$ cat src/rtl/pipeline_hazard_ctrl_pkg.sv
// Shared types and constants for the F/D/E/M/W hazard controller.
package hazard_pkg;

  typedef enum logic [1:0] {
    FWD_RF = 2'b00,
    FWD_W  = 2'b01,
    FWD_M  = 2'b10
  } fwd_sel_t;

  typedef enum logic {
    RUN   = 1'b0,
    VBUSY = 1'b1
  } hz_state_t;

  localparam int VEC_LAT_DEF = 4;
  localparam int CNT_W       = 4;

endpackage

$ cat src/rtl/pipeline_hazard_ctrl_if.sv
// Pipeline-side hazard signals; HAZARD_PERF_EN adds the stall/flush counters.
interface pipeline_hazard_ctrl_if #(
  parameter int RA_W = 3
);
  logic [RA_W-1:0] RA1D, RA2D, RA1E, RA2E;
  logic [RA_W-1:0] WA3E, WA3M, WA3W;
  logic            RegWriteE, RegWriteM, RegWriteW;
  logic            MemtoRegE, BranchTakenE, VecStartE;
  logic            StallF, StallD, FlushD, FlushE;
  logic [1:0]      ForwardAE, ForwardBE;
  logic            VecBusy, VecDone;
`ifdef HAZARD_PERF_EN
  logic [15:0]     StallCnt, FlushCnt;
`endif

  modport master (
    output RA1D, RA2D, RA1E, RA2E, WA3E, WA3M, WA3W,
    output RegWriteE, RegWriteM, RegWriteW, MemtoRegE, BranchTakenE, VecStartE,
    input  StallF, StallD, FlushD, FlushE, ForwardAE, ForwardBE, VecBusy, VecDone
`ifdef HAZARD_PERF_EN
    , input StallCnt, FlushCnt
`endif
  );

  modport slave (
    input  RA1D, RA2D, RA1E, RA2E, WA3E, WA3M, WA3W,
    input  RegWriteE, RegWriteM, RegWriteW, MemtoRegE, BranchTakenE, VecStartE,
    output StallF, StallD, FlushD, FlushE, ForwardAE, ForwardBE, VecBusy, VecDone
`ifdef HAZARD_PERF_EN
    , output StallCnt, FlushCnt
`endif
  );

endinterface

$ cat src/rtl/pipeline_hazard_ctrl_vec_busy_counter.sv
// RUN/VBUSY sequencer: holds VBUSY for VEC_LAT-1 cycles after a vector start.
module vec_busy_counter
  import hazard_pkg::*;
#(
  parameter int VEC_LAT = VEC_LAT_DEF
) (
  input  logic clk,
  input  logic reset,
  input  logic start,
  output logic busy,
  output logic done
);

  hz_state_t        state, state_nxt;
  logic [CNT_W-1:0] cnt, cnt_nxt;

  always_ff @(posedge clk or negedge reset) begin
    if (!reset) begin
      state <= RUN;
      cnt   <= '0;
    end else begin
      state <= state_nxt;
      cnt   <= cnt_nxt;
    end
  end

  always_comb begin
    state_nxt = state;
    cnt_nxt   = cnt;
    busy      = 1'b0;
    done      = 1'b0;
    case (state)
      RUN: begin
        if (start) begin
          state_nxt = VBUSY;
          cnt_nxt   = CNT_W'(VEC_LAT - 1);
        end
      end
      VBUSY: begin
        busy    = 1'b1;
        cnt_nxt = cnt - CNT_W'(1);
        if (cnt == CNT_W'(1)) begin
          done      = 1'b1;
          state_nxt = RUN;
        end
      end
    endcase
  end

endmodule

$ cat src/rtl/pipeline_hazard_ctrl.sv
// Hazard controller: forwarding selects, load-use stalls, branch flushes, vector-op hold.
// Optional counters StallCnt/FlushCnt are built when HAZARD_PERF_EN is defined.
module pipeline_hazard_ctrl
  import hazard_pkg::*;
#(
  parameter int VEC_LAT = VEC_LAT_DEF,
  parameter int RA_W    = 3
) (
  input logic                   clk,
  input logic                   reset,
  pipeline_hazard_ctrl_if.slave hz
);

  function automatic fwd_sel_t fwd_pick(input logic wem, input logic [RA_W-1:0] wam,
                                        input logic wew, input logic [RA_W-1:0] waw,
                                        input logic [RA_W-1:0] ra);
    if (wem && (wam == ra)) return FWD_M;
    if (wew && (waw == ra)) return FWD_W;
    return FWD_RF;
  endfunction

  logic     busy, done, start, ldstall;
  fwd_sel_t fwd_a, fwd_b;

  // A branch squashes the vector op in E, so it never starts the sequencer.
  assign start = hz.VecStartE & ~hz.BranchTakenE;

  vec_busy_counter #(.VEC_LAT(VEC_LAT)) u_vec (
    .clk   (clk),
    .reset (reset),
    .start (start),
    .busy  (busy),
    .done  (done)
  );

  assign ldstall = hz.MemtoRegE & hz.RegWriteE &
                   ((hz.WA3E == hz.RA1D) | (hz.WA3E == hz.RA2D));

  assign fwd_a = fwd_pick(hz.RegWriteM, hz.WA3M, hz.RegWriteW, hz.WA3W, hz.RA1E);
  assign fwd_b = fwd_pick(hz.RegWriteM, hz.WA3M, hz.RegWriteW, hz.WA3W, hz.RA2E);

  always_comb begin
    hz.StallF    = 1'b0;
    hz.StallD    = 1'b0;
    hz.FlushD    = 1'b0;
    hz.FlushE    = 1'b0;
    hz.ForwardAE = FWD_RF;
    hz.ForwardBE = FWD_RF;
    hz.VecBusy   = 1'b0;
    hz.VecDone   = 1'b0;
    if (reset) begin
      hz.ForwardAE = fwd_a;
      hz.ForwardBE = fwd_b;
      hz.VecBusy   = busy;
      hz.VecDone   = done;
      // While VBUSY, E holds only bubbles, so branch/start inputs are meaningless.
      if (busy) begin
        hz.StallF = 1'b1;
        hz.StallD = 1'b1;
        hz.FlushE = 1'b1;
      end else if (hz.BranchTakenE) begin
        hz.FlushD = 1'b1;
        hz.FlushE = 1'b1;
      end else if (hz.VecStartE || ldstall) begin
        hz.StallF = 1'b1;
        hz.StallD = 1'b1;
        hz.FlushE = 1'b1;
      end
    end
  end

`ifdef HAZARD_PERF_EN
  function automatic logic [15:0] sat_inc(input logic [15:0] v, input logic en);
    if (en && (v != 16'hFFFF)) return v + 16'd1;
    return v;
  endfunction

  logic [15:0] stall_cnt, flush_cnt;
  logic        flush_br;

  assign flush_br = reset & ~busy & hz.BranchTakenE;

  always_ff @(posedge clk or negedge reset) begin
    if (!reset) begin
      stall_cnt <= '0;
      flush_cnt <= '0;
    end else begin
      stall_cnt <= sat_inc(stall_cnt, hz.StallD);
      flush_cnt <= sat_inc(flush_cnt, flush_br);
    end
  end

  assign hz.StallCnt = stall_cnt;
  assign hz.FlushCnt = flush_cnt;
`endif

endmodule

$ cat src/flat_wrapper.sv
// flat-port wrapper written by rule: the top's interface ports become plain ports
module pipeline_hazard_ctrl_flat import hazard_pkg::*;
#(
  parameter int VEC_LAT = VEC_LAT_DEF,
  parameter int RA_W    = 3
)
  (clk, reset, hz_RA1D, hz_RA2D, hz_RA1E, hz_RA2E, hz_WA3E, hz_WA3M, hz_WA3W, hz_RegWriteE, hz_RegWriteM, hz_RegWriteW, hz_MemtoRegE, hz_BranchTakenE, hz_VecStartE, hz_StallF, hz_StallD, hz_FlushD, hz_FlushE, hz_ForwardAE, hz_ForwardBE, hz_VecBusy, hz_VecDone);
  pipeline_hazard_ctrl_if #(.RA_W(RA_W)) hz_i ();
  input logic clk;
  input logic reset;
  input wire logic [$bits(hz_i.RA1D)-1:0] hz_RA1D;
  input wire logic [$bits(hz_i.RA2D)-1:0] hz_RA2D;
  input wire logic [$bits(hz_i.RA1E)-1:0] hz_RA1E;
  input wire logic [$bits(hz_i.RA2E)-1:0] hz_RA2E;
  input wire logic [$bits(hz_i.WA3E)-1:0] hz_WA3E;
  input wire logic [$bits(hz_i.WA3M)-1:0] hz_WA3M;
  input wire logic [$bits(hz_i.WA3W)-1:0] hz_WA3W;
  input wire logic [$bits(hz_i.RegWriteE)-1:0] hz_RegWriteE;
  input wire logic [$bits(hz_i.RegWriteM)-1:0] hz_RegWriteM;
  input wire logic [$bits(hz_i.RegWriteW)-1:0] hz_RegWriteW;
  input wire logic [$bits(hz_i.MemtoRegE)-1:0] hz_MemtoRegE;
  input wire logic [$bits(hz_i.BranchTakenE)-1:0] hz_BranchTakenE;
  input wire logic [$bits(hz_i.VecStartE)-1:0] hz_VecStartE;
  output wire logic [$bits(hz_i.StallF)-1:0] hz_StallF;
  output wire logic [$bits(hz_i.StallD)-1:0] hz_StallD;
  output wire logic [$bits(hz_i.FlushD)-1:0] hz_FlushD;
  output wire logic [$bits(hz_i.FlushE)-1:0] hz_FlushE;
  output wire logic [$bits(hz_i.ForwardAE)-1:0] hz_ForwardAE;
  output wire logic [$bits(hz_i.ForwardBE)-1:0] hz_ForwardBE;
  output wire logic [$bits(hz_i.VecBusy)-1:0] hz_VecBusy;
  output wire logic [$bits(hz_i.VecDone)-1:0] hz_VecDone;
  assign hz_i.RA1D = hz_RA1D;
  assign hz_i.RA2D = hz_RA2D;
  assign hz_i.RA1E = hz_RA1E;
  assign hz_i.RA2E = hz_RA2E;
  assign hz_i.WA3E = hz_WA3E;
  assign hz_i.WA3M = hz_WA3M;
  assign hz_i.WA3W = hz_WA3W;
  assign hz_i.RegWriteE = hz_RegWriteE;
  assign hz_i.RegWriteM = hz_RegWriteM;
  assign hz_i.RegWriteW = hz_RegWriteW;
  assign hz_i.MemtoRegE = hz_MemtoRegE;
  assign hz_i.BranchTakenE = hz_BranchTakenE;
  assign hz_i.VecStartE = hz_VecStartE;
  assign hz_StallF = hz_i.StallF;
  assign hz_StallD = hz_i.StallD;
  assign hz_FlushD = hz_i.FlushD;
  assign hz_FlushE = hz_i.FlushE;
  assign hz_ForwardAE = hz_i.ForwardAE;
  assign hz_ForwardBE = hz_i.ForwardBE;
  assign hz_VecBusy = hz_i.VecBusy;
  assign hz_VecDone = hz_i.VecDone;
  pipeline_hazard_ctrl #(.VEC_LAT(VEC_LAT), .RA_W(RA_W)) u_core (.clk(clk), .reset(reset), .hz(hz_i));
endmodule
$ cat config.mk
export PLATFORM = sky130hd
export DESIGN_NAME = pipeline_hazard_ctrl_flat
export DESIGN_NICKNAME = d
export VERILOG_FILES = /design/src/rtl/pipeline_hazard_ctrl_pkg.sv /design/src/rtl/pipeline_hazard_ctrl_if.sv /design/src/rtl/pipeline_hazard_ctrl_vec_busy_counter.sv /design/src/rtl/pipeline_hazard_ctrl.sv /design/src/flat_wrapper.sv
export SDC_FILE = /design/constraint.sdc
export NUM_CORES = 1
export LEC_CHECK = 0
export ABC_AREA = 1
export BUFFER_PORTS_ARGS = -buffer_cell sky130_fd_sc_hd__buf_2
export CAP_MARGIN = 25
export CORE_MARGIN = 2
export CORE_UTILIZATION = 41
export DETAILED_ROUTE_END_ITERATION = 10
export PLACE_DENSITY = 0.88
export SLEW_MARGIN = 20
export SYNTH_ARGS = -nofsm -noshare
export SYNTH_HDL_FRONTEND = slang
export SYNTH_SLANG_ARGS = --single-unit
$ cat constraint.sdc
create_clock -name clk -period 1 [get_ports clk]
set_input_delay 0.05 -clock clk [delete_from_list [all_inputs] [get_ports clk]]
set_output_delay 0.05 -clock clk [all_outputs]
set_load 0.02 [all_outputs]
==> flow_summary.toml, run 1 <==
[run_status]
status = "finished with violations"
violations = "setup timing"

[final_layout]
final_util_pct = 72.28
nNetsFinal = 193
multiInputGateArea_um2 = 484.2
regArea_um2 = 126.4
drive_above_1_share_pct = 45.96
n_antenna_cell = 0
fillers = 120
syn_to_final_growth_pct = 68.99

[logic_synthesis]
synth_common_cells = "33 x nand2_1, 22 x inv_1, 12 x nor2_1"
synthXorXnorAreaFrac_pct = 6.958
synth_top_area_share_pct = 19.88
synthMostInstantiatedCell = "nand2_1"
synthFlopType = "dfrtp_1"
yosysUniqueCellTypes = 26
synth_top_family_by_area = "simple AND/OR/NAND/NOR gates"
syn-num-nets = 141
synth_area_per_cell_um2 = 5.721
synth_area_um2 = 629.4
yosys-mux-area-fraction_pct = 1.590
syn_inst = 110
async_flop_share_pct = 100.0
synth_edf_count = 0
yosys_register_bits = 5
synth_fa_ha_area_share_pct = 3.976
synth_compound_area_share_pct = 9.543
ys_seq_area_share_pct = 19.88
synth.area.top_cells = "dfrtp_1 20%, nand2_1 20%, inv_1 13%"
yosysWarnings = 0
synth_simple_gate_area_share_pct = 41.15
synth_top_cell_by_area = "dfrtp_1"

[critical_path]
rr_startpoint = "u_core.u_vec.state"
crit_type = "flop to primary output"
rrSetupSlack_ns = -0.05
timing.rr.end = "u_core.u_vec.cnt[3]"
crit_path_end_kind = "primary output"
worst-path-max-fanout = 2
crit_arrival_ns = 1.24
cp.required_ns = 0.95
worst-r2r-cell-count = 4
cp-start-kind = "flop"

[clock_network]
cts_max_path_buffers = 2
clkSinkCount = 5
h-tree-depth = 1
clk_pin_slew_ns = 0.04
cts_buffers = 3
clock_latency_ns = 0.25
clockRootBuffer = "clkbuf_4"
cts_tree = "yes"

[sta]
period_needed_ns = 1.286
worst_slack_ns = -0.2865
hold_viol = 0
finalMaxSlewViolations = 0
setup_viol = 8
period_share_pct = 128.6
worstMarginPinSlew_ns = 0.2725
fmax_mhz = 777.3
rsz0062_at_grt = "yes"
skew_ns = 0.002276
relSlewSlack_pct = 81.77

[detailed_routing]
via_per_inst = 4.825
drc = 0
vias = 854
dr.pass1.iters = 4
drt_iter0_markers = 9
wl_per_cell_um = 10.71
drtAntennaViolNets = 0
routed_wirelength_um = 1896

[global_route]
grt_antenna_before_repair = 0
grt_remaining_overflow = 0
grt_max_degree = 7
grt_pass1_vias = 712
grt_pass1_wl_um = 2870
grtUsageTotal_pct = 20.92

[floorplanning]
die_h_um = 43.18
core_um2 = 1471
start_util_pct = 42.77
dieArea_um2 = 1865
fp.dieW_um = 43.18
io_pins = 39
rows = 14

[min_path]
hold_path_end = "u_core.u_vec.state"
min_delay_path_depth = 3
hold_path_startpoint = "hz_VecStartE"
holdCritPathClass = "input port to flop"

[place]
port_buffers = 38
dp_hpwl_um = 1349
place.gp.congestion = 0.8652
post-place-ws_ns = -0.06815

[power]
leakagePower_nw = 0.6244
pwr_density_cell_nw_per_um2 = 1739
ir_drop_mv = 1.248

[job]
max_cap_viol_count = 0
[layer usage]
metal	GRT usage, %	up-vias	part of all wire (%)
li1	-	441	-
met1	23.26	369	38
met2	37.01	40	53
met3	6.383	4	7.1
met4	7.273	0	2.2
met5	0	-	0
[what timing repair did]
item,4_1_cts,5_1_grt
gates resized for setup,11,24
pin swaps,4,7
hold buffers,1,0
endpoints found under the setup margin,8,12
setup buffers,2,4
endpoints found under the hold margin,5,0
[state kept, by name, summed over array words and instances, names as in the netlist]
register	cells
u_core.u_vec.cnt	4
u_core.u_vec.state	1
[worst max-delay path, stage by stage, from the launching register on]
cell     delay (ns)
dfrtp_1        0.38
inv_2          0.06
ha_1           0.13
and3_4         0.18
inv_2          0.03
nor2_2         0.08
buf_6          0.12
[placed cells by master, fill, tap and decap left out, types with 4 or more instances in the layout]
cell	n
nand3_1	5
buf_2	32
inv_2	7
dfrtp_1	4
buf_6	6
nor2_1	9
inv_1	18
nand2_1	30
buf_4	10
[cells by family (layout without fill, tap and decap cells)]
logic type               Yosys count  count (layout)
adder cells (fa/ha/maj)            2               2
AND/OR/NAND/NOR                   60              60
multiplexers                       1               1
AO/OA/AOI/OAI                     10              10
buffers and inverters             27              78
XOR/XNOR                           5               5
flip-flops                         5               5
[stage by stage]
step / power (mW) / instances / hold WS [ns] / area [um^2] / TNS [ns]
floorplan: 0.8243 / 110 / -0.2456 / 636.9 / -0.007517
global placement: 1.105 / 168 / -0.002011 / 879.6 / -0.04195
detailed placement: 1.148 / 168 / 0.0003790 / 879.6 / -0.1328
CTS: 1.577 / 175 / 0.1572 / 967.2 / -0.6624
global route: 1.976 / 177 / 0.1884 / 1064 / -1.476
finish: 1.850 / 177 / 0.1482 / 1064 / -1.110
[power breakdown]
group          internal [mW]  switching [mW]
clock network          0.152          0.0961
logic                  0.615           0.596
registers              0.306          0.0856
total                   1.07           0.777
[layout make-up]
| class | count | area share, % |
|---|---|---|
| Inverter | 25 | 8.824 |
| Multi-Input combinational cell | 78 | 45.53 |
| Timing Repair Buffer | 49 | 29.41 |
| Sequential cell | 5 | 11.88 |
| Clock buffer | 4 | 2.471 |
| Tap cell | 16 | 1.882 |
[worst max-delay path by stage]
| stage | from | end | slack (ns) | cells after the start |
|---|---|---|---|---|
| final | u_core.u_vec.cnt[1] | hz_VecDone | -0.29 | 6 |
| after global routing | u_core.u_vec.cnt[1] | hz_VecDone | -0.35 | 6 |
| after CTS | u_core.u_vec.cnt[1] | hz_VecDone | -0.30 | 6 |
| after detailed placement | u_core.u_vec.cnt[1] | u_core.u_vec.cnt[1] | -0.07 | 4 |
| after global placement | u_core.u_vec.cnt[1] | hz_VecDone | -0.04 | 6 |
| after floorplan | u_core.u_vec.cnt[1] | hz_VecDone | -0.008 | 5 |
No activity file was read; power rests on OpenSTA's default activity.
==> run 2, diff against run 1 <==
==> constraint.sdc (replaced) <==
create_clock -name clk -period 1 [get_ports clk]
set_input_delay 0.2 -clock clk [delete_from_list [all_inputs] [get_ports clk]]
set_output_delay 0.2 -clock clk [all_outputs]
set_load 0.02 [all_outputs]
==> run 2 against run 1 <==
  * The flow still finishes with violations (setup timing)
  * Sequential power rose by 2%
  * Flip-flop and latch count stayed put
  * Critical path depth did not move
  * Sequential share of layout area decreased by 2.5 points
  * Global-route usage grew 6.4 points
  * Combinational power up 15%
==> flow_summary.toml, run 2 (synthesized netlist as in run 1, its figures left out) <==
[run_status]
status = "finished with violations"
violations = "setup timing"

[power]
pwr_density_cell_nw_per_um2 = 1508
combPwrFrac_pct = 68.2
ir_drop_mv = 1.386
swShare_pct = 43.13
power.share.sequential_pct = 19.7
leakagePower_nw = 0.7138
p_clk_share_pct = 12.1
p_int_mw = 1.160
power.total_mw = 2.040
power_switching_uw = 879.7

[critical_path]
worst-path-max-fanout = 2
cp-start-kind = "flop"
cp.required_ns = 0.80
timing.rr.end = "u_core.u_vec.cnt[3]"
crit_type = "flop to primary output"
rr_startpoint = "u_core.u_vec.state"
worst-r2r-cell-count = 5
crit_arrival_ns = 1.25
crit_path_end_kind = "primary output"
cp-startpoint = "u_core.u_vec.cnt[1]"
cp-endpoint = "hz_VecDone"
rrSetupSlack_ns = -0.28

[place]
place.gp.congestion = 0.8336
post-place-ws_ns = -0.3152
dp_cells = 179
port_buffers = 38
dp_hpwl_um = 1641
placed_cell_area_um2 = 1013

[final_layout]
largest_reg_flops = 4
finalInstanceArea_um2 = 1353
registers.top_by_ff_count = "u_core.u_vec.cnt"
top_regs = "u_core.u_vec.cnt (4), u_core.u_vec.state (1)"
fillers = 60
final_util_pct = 91.92
syn_to_final_growth_pct = 114.9
nNetsFinal = 203
drive_above_1_share_pct = 63.74
final_cell_mix = "23 x nand2_1, 21 x buf_4, 19 x buf_2"
n_antenna_cell = 0
fin_cells = 187
layout_commonest_cell = "nand2_1"

[global_route]
grt_pass1_wl_um = 3829
grtUsageTotal_pct = 27.31
grt_remaining_overflow = 0
grt_antenna_before_repair = 0
grt_pass1_vias = 952
grt_max_degree = 6

[sta]
tns_ns = -3.897
fmax_mhz = 688.6
finalMaxSlewViolations = 0
relSlewSlack_pct = 78.17
hold_viol = 0
period_share_pct = 145.2
rsz0062_at_grt = "yes"
worstMarginPinSlew_ns = 0.3246
skew_ns = 0.002765
period_needed_ns = 1.452
holdWs_ns = 0.3136
setup_viol = 15
worst_slack_ns = -0.4522

[clock_network]
clkSinkCount = 5
cts_buffers = 3
clock_latency_ns = 0.25
cts_max_path_buffers = 2
cts_tree = "yes"
clk_pin_slew_ns = 0.04
clockRootBuffer = "clkbuf_4"
h-tree-depth = 1

[detailed_routing]
drc = 0
via_per_inst = 5.674
wl_per_cell_um = 18.91
drt_iter0_markers = 50
drtAntennaViolNets = 0
dr.pass1.iters = 5
routed_wirelength_um = 3537
vias = 1061

[floorplanning]
die_h_um = 43.18
rows = 14
core_um2 = 1471
start_util_pct = 42.77
io_pins = 39
dieArea_um2 = 1865
fp.dieW_um = 43.18

[job]
max_cap_viol_count = 0

[min_path]
holdCritPathClass = "input port to flop"
[run 2: worst min-delay path by stage]
stage,from,to,cells after the start
after floorplan,reset,u_core.u_vec.cnt[0],0
after global placement,reset,u_core.u_vec.cnt[1],2
after detailed placement,reset,u_core.u_vec.cnt[1],2
after CTS,hz_VecStartE,u_core.u_vec.state,3
after global routing,hz_VecStartE,u_core.u_vec.cnt[1],3
final,hz_VecStartE,u_core.u_vec.cnt[1],3
[run 2: layout make-up]
type / count / area, um^2 / area share (%)
tap: 16 / 20.02 / 1.480
clock buffer: 4 / 26.28 / 1.943
timing repair buffer: 59 / 476.7 / 35.25
sequential: 5 / 126.4 / 9.343
multi-input combinational: 78 / 596.8 / 44.13
inverter: 25 / 106.4 / 7.863
[run 2: worst max-delay path, stage by stage (launching register included)]
cell     delay, ns
dfrtp_1       0.39
inv_2         0.08
ha_4          0.12
and3_4        0.18
inv_2         0.05
nor2_4        0.07
buf_6         0.12
[run 2: layer usage]
layer	GRT usage, %	wire length [um]	share of wire (%)
met5	0	0	0
met4	10.30	254	7.2
met3	2.979	255	7.2
met2	54.93	1874	53
met1	27.56	1153	33
[run 2: power by group through the flow]
stage / logic, mW / clock network [mW] / registers, mW
detailed placement: 0.938 / 0 / 0.394
global placement: 0.885 / 0 / 0.389
CTS: 1.15 / 0.251 / 0.387
finish: 1.39 / 0.247 / 0.401
floorplan: 0.530 / 0 / 0.372
global route: 1.47 / 0.251 / 0.405
[run 2: what timing repair did]
action,CTS,global route
hold buffers,1,0
resized for setup,33,45
hold endpoints to repair,5,0
endpoints found under the setup margin,15,15
pin swaps,9,24
buffers inserted,4,1
==> run 3, diff against run 2 <==
--- a/config.mk
+++ b/config.mk
@@ -12,6 +12,7 @@
 export CORE_UTILIZATION = 41
 export DETAILED_ROUTE_END_ITERATION = 10
 export PLACE_DENSITY = 0.88
+export REMOVE_ABC_BUFFERS = 1
 export SLEW_MARGIN = 20
 export SYNTH_ARGS = -nofsm -noshare
 export SYNTH_HDL_FRONTEND = slang
==> run 3 against run 2 <==
  * The flow still finishes with violations (setup timing)
  * Combinational power is 14% higher
  * Register-to-register slack got worse by 0.04 ns
  * Worst setup slack lost 0.10 ns
  * Utilization fell by 1.3 points
  * Fmax fell by 6.6%
  * Total power is 10% higher
  * First-iteration DRC count grew 30%
  * Global-route usage is 1.7 points higher
  * Flip-flop and latch count is the same
  * Clock skew about the same
  * Sequential share of layout area grew 0.13 points
==> flow_summary.toml, run 3 (synthesized netlist as in run 1, its figures left out) <==
[critical_path]
crit_arrival_ns = 1.36
crit_type = "flop to primary output"
crit_path_end_kind = "primary output"
cp.required_ns = 0.80
rrSetupSlack_ns = -0.32
worst-r2r-cell-count = 6
worst-path-max-fanout = 2
cp-start-kind = "flop"

[place]
place.gp.congestion = 0.8304
post-place-ws_ns = -0.2442
port_buffers = 38
dp_hpwl_um = 1509

[clock_network]
cts_buffers = 3
cts_tree = "yes"
clk_pin_slew_ns = 0.05
clkSinkCount = 5
cts_max_path_buffers = 2
clockRootBuffer = "clkbuf_4"
clock_latency_ns = 0.26
h-tree-depth = 1

[sta]
period_needed_ns = 1.555
period_share_pct = 155.5
holdWs_ns = 0.3327
hold_viol = 0
finalMaxSlewViolations = 0
worst_slack_ns = -0.5552
rsz0062_at_grt = "yes"
fmax_mhz = 643.0
setup_viol = 15
skew_ns = 0.002706
tns_ns = -4.175
worstMarginPinSlew_ns = 0.3264
relSlewSlack_pct = 78.16

[run_status]
status = "finished with violations"
violations = "setup timing"

[detailed_routing]
via_per_inst = 6.000
vias = 1104
wl_per_cell_um = 19.38
drt_iter0_markers = 65
dr.pass1.iters = 5
routed_wirelength_um = 3566
drtAntennaViolNets = 0
drc = 0

[floorplanning]
die_h_um = 43.18
fp.dieW_um = 43.18
dieArea_um2 = 1865
start_util_pct = 42.77
io_pins = 39
core_um2 = 1471
rows = 14

[final_layout]
layout_commonest_cell = "nand2_1"
final_util_pct = 90.65
top_regs = "u_core.u_vec.cnt (4), u_core.u_vec.state (1)"
n_antenna_cell = 0
largest_reg_flops = 4
drive_above_1_share_pct = 58.93
syn_to_final_growth_pct = 111.9
fillers = 56
final_cell_mix = "25 x nand2_1, 20 x buf_2, 17 x buf_6"
registers.top_by_ff_count = "u_core.u_vec.cnt"
nNetsFinal = 200

[global_route]
grt_pass1_wl_um = 4036
grt_antenna_before_repair = 0
grt_remaining_overflow = 0
grt_pass1_vias = 986
grtUsageTotal_pct = 29.04
grt_max_degree = 6

[power]
ir_drop_mv = 1.842
power.total_mw = 2.246
pwr_density_cell_nw_per_um2 = 1684
leakagePower_nw = 0.7197

[min_path]
holdCritPathClass = "input port to flop"
min_delay_path_depth = 3

[job]
max_cap_viol_count = 0
-- run 3: changes by cell type in the layout (fill, tap and decap cells not counted), moves of 3 or more --
cell     delta
inv_1       +3
inv_2       -3
nor2_4      -3
nand2_2     -4
buf_4       -6
-- run 3: cell type report --
cell class	count	area [um^2]	area share, %
Timing Repair Buffer	56	464.2	34.80
Clock buffer	4	26.28	1.970
Tap cell	16	20.02	1.501
Multi-Input combinational cell	78	585.6	43.90
Sequential cell	5	126.4	9.475
Inverter	25	111.4	8.349
-- run 3: path summary, 6_finish.rpt --
path	start	end
min	hz_VecStartE	u_core.u_vec.cnt[1]
max	u_core.u_vec.cnt[1]	hz_VecDone
min reg2reg	u_core.u_vec.cnt[2]	u_core.u_vec.cnt[2]
max reg2reg	u_core.u_vec.state	u_core.u_vec.cnt[3]
max in group asynchronous	reset	u_core.u_vec.state
min in group asynchronous	reset	u_core.u_vec.cnt[0]
-- run 3: stage by stage --
step	cells	instance area [um^2]
finish	184	1334
global route	184	1334
CTS	183	1154
detailed placement	173	909.6
global placement	173	909.6
floorplan	108	616.8
-- run 3: what timing repair did --
action	in CTS	in global routing
pin swaps	18	17
gates resized for setup	46	45
endpoints found under the hold margin	5	0
setup buffers	6	1
setup endpoints to repair	14	15
hold buffers	1	0
-- run 3: critical path, cell delays in order, from the launching register on --
cell and delay, ns:
dfrtp_1 0.39, inv_2 0.07, ha_1 0.17, and3_4 0.20, inv_2 0.04, nor2_2 0.08
buf_4 0.15
-- run 3: power breakdown --
group	internal, mW	switching [mW]	total, mW
clock network	0.153	0.110	0.263
registers	0.306	0.0979	0.404
logic	0.796	0.783	1.58
total	1.25	0.991	2.25
-- run 3: per-layer routing --
metal | vias up | track usage [%] | share of wire (%)
met1 | 500 | 31.43 | 36
met4 | 0 | 12.12 | 8.1
met3 | 38 | 4.255 | 10
li1 | 458 | - | -
met2 | 108 | 54.63 | 46
met5 | - | 0 | 0
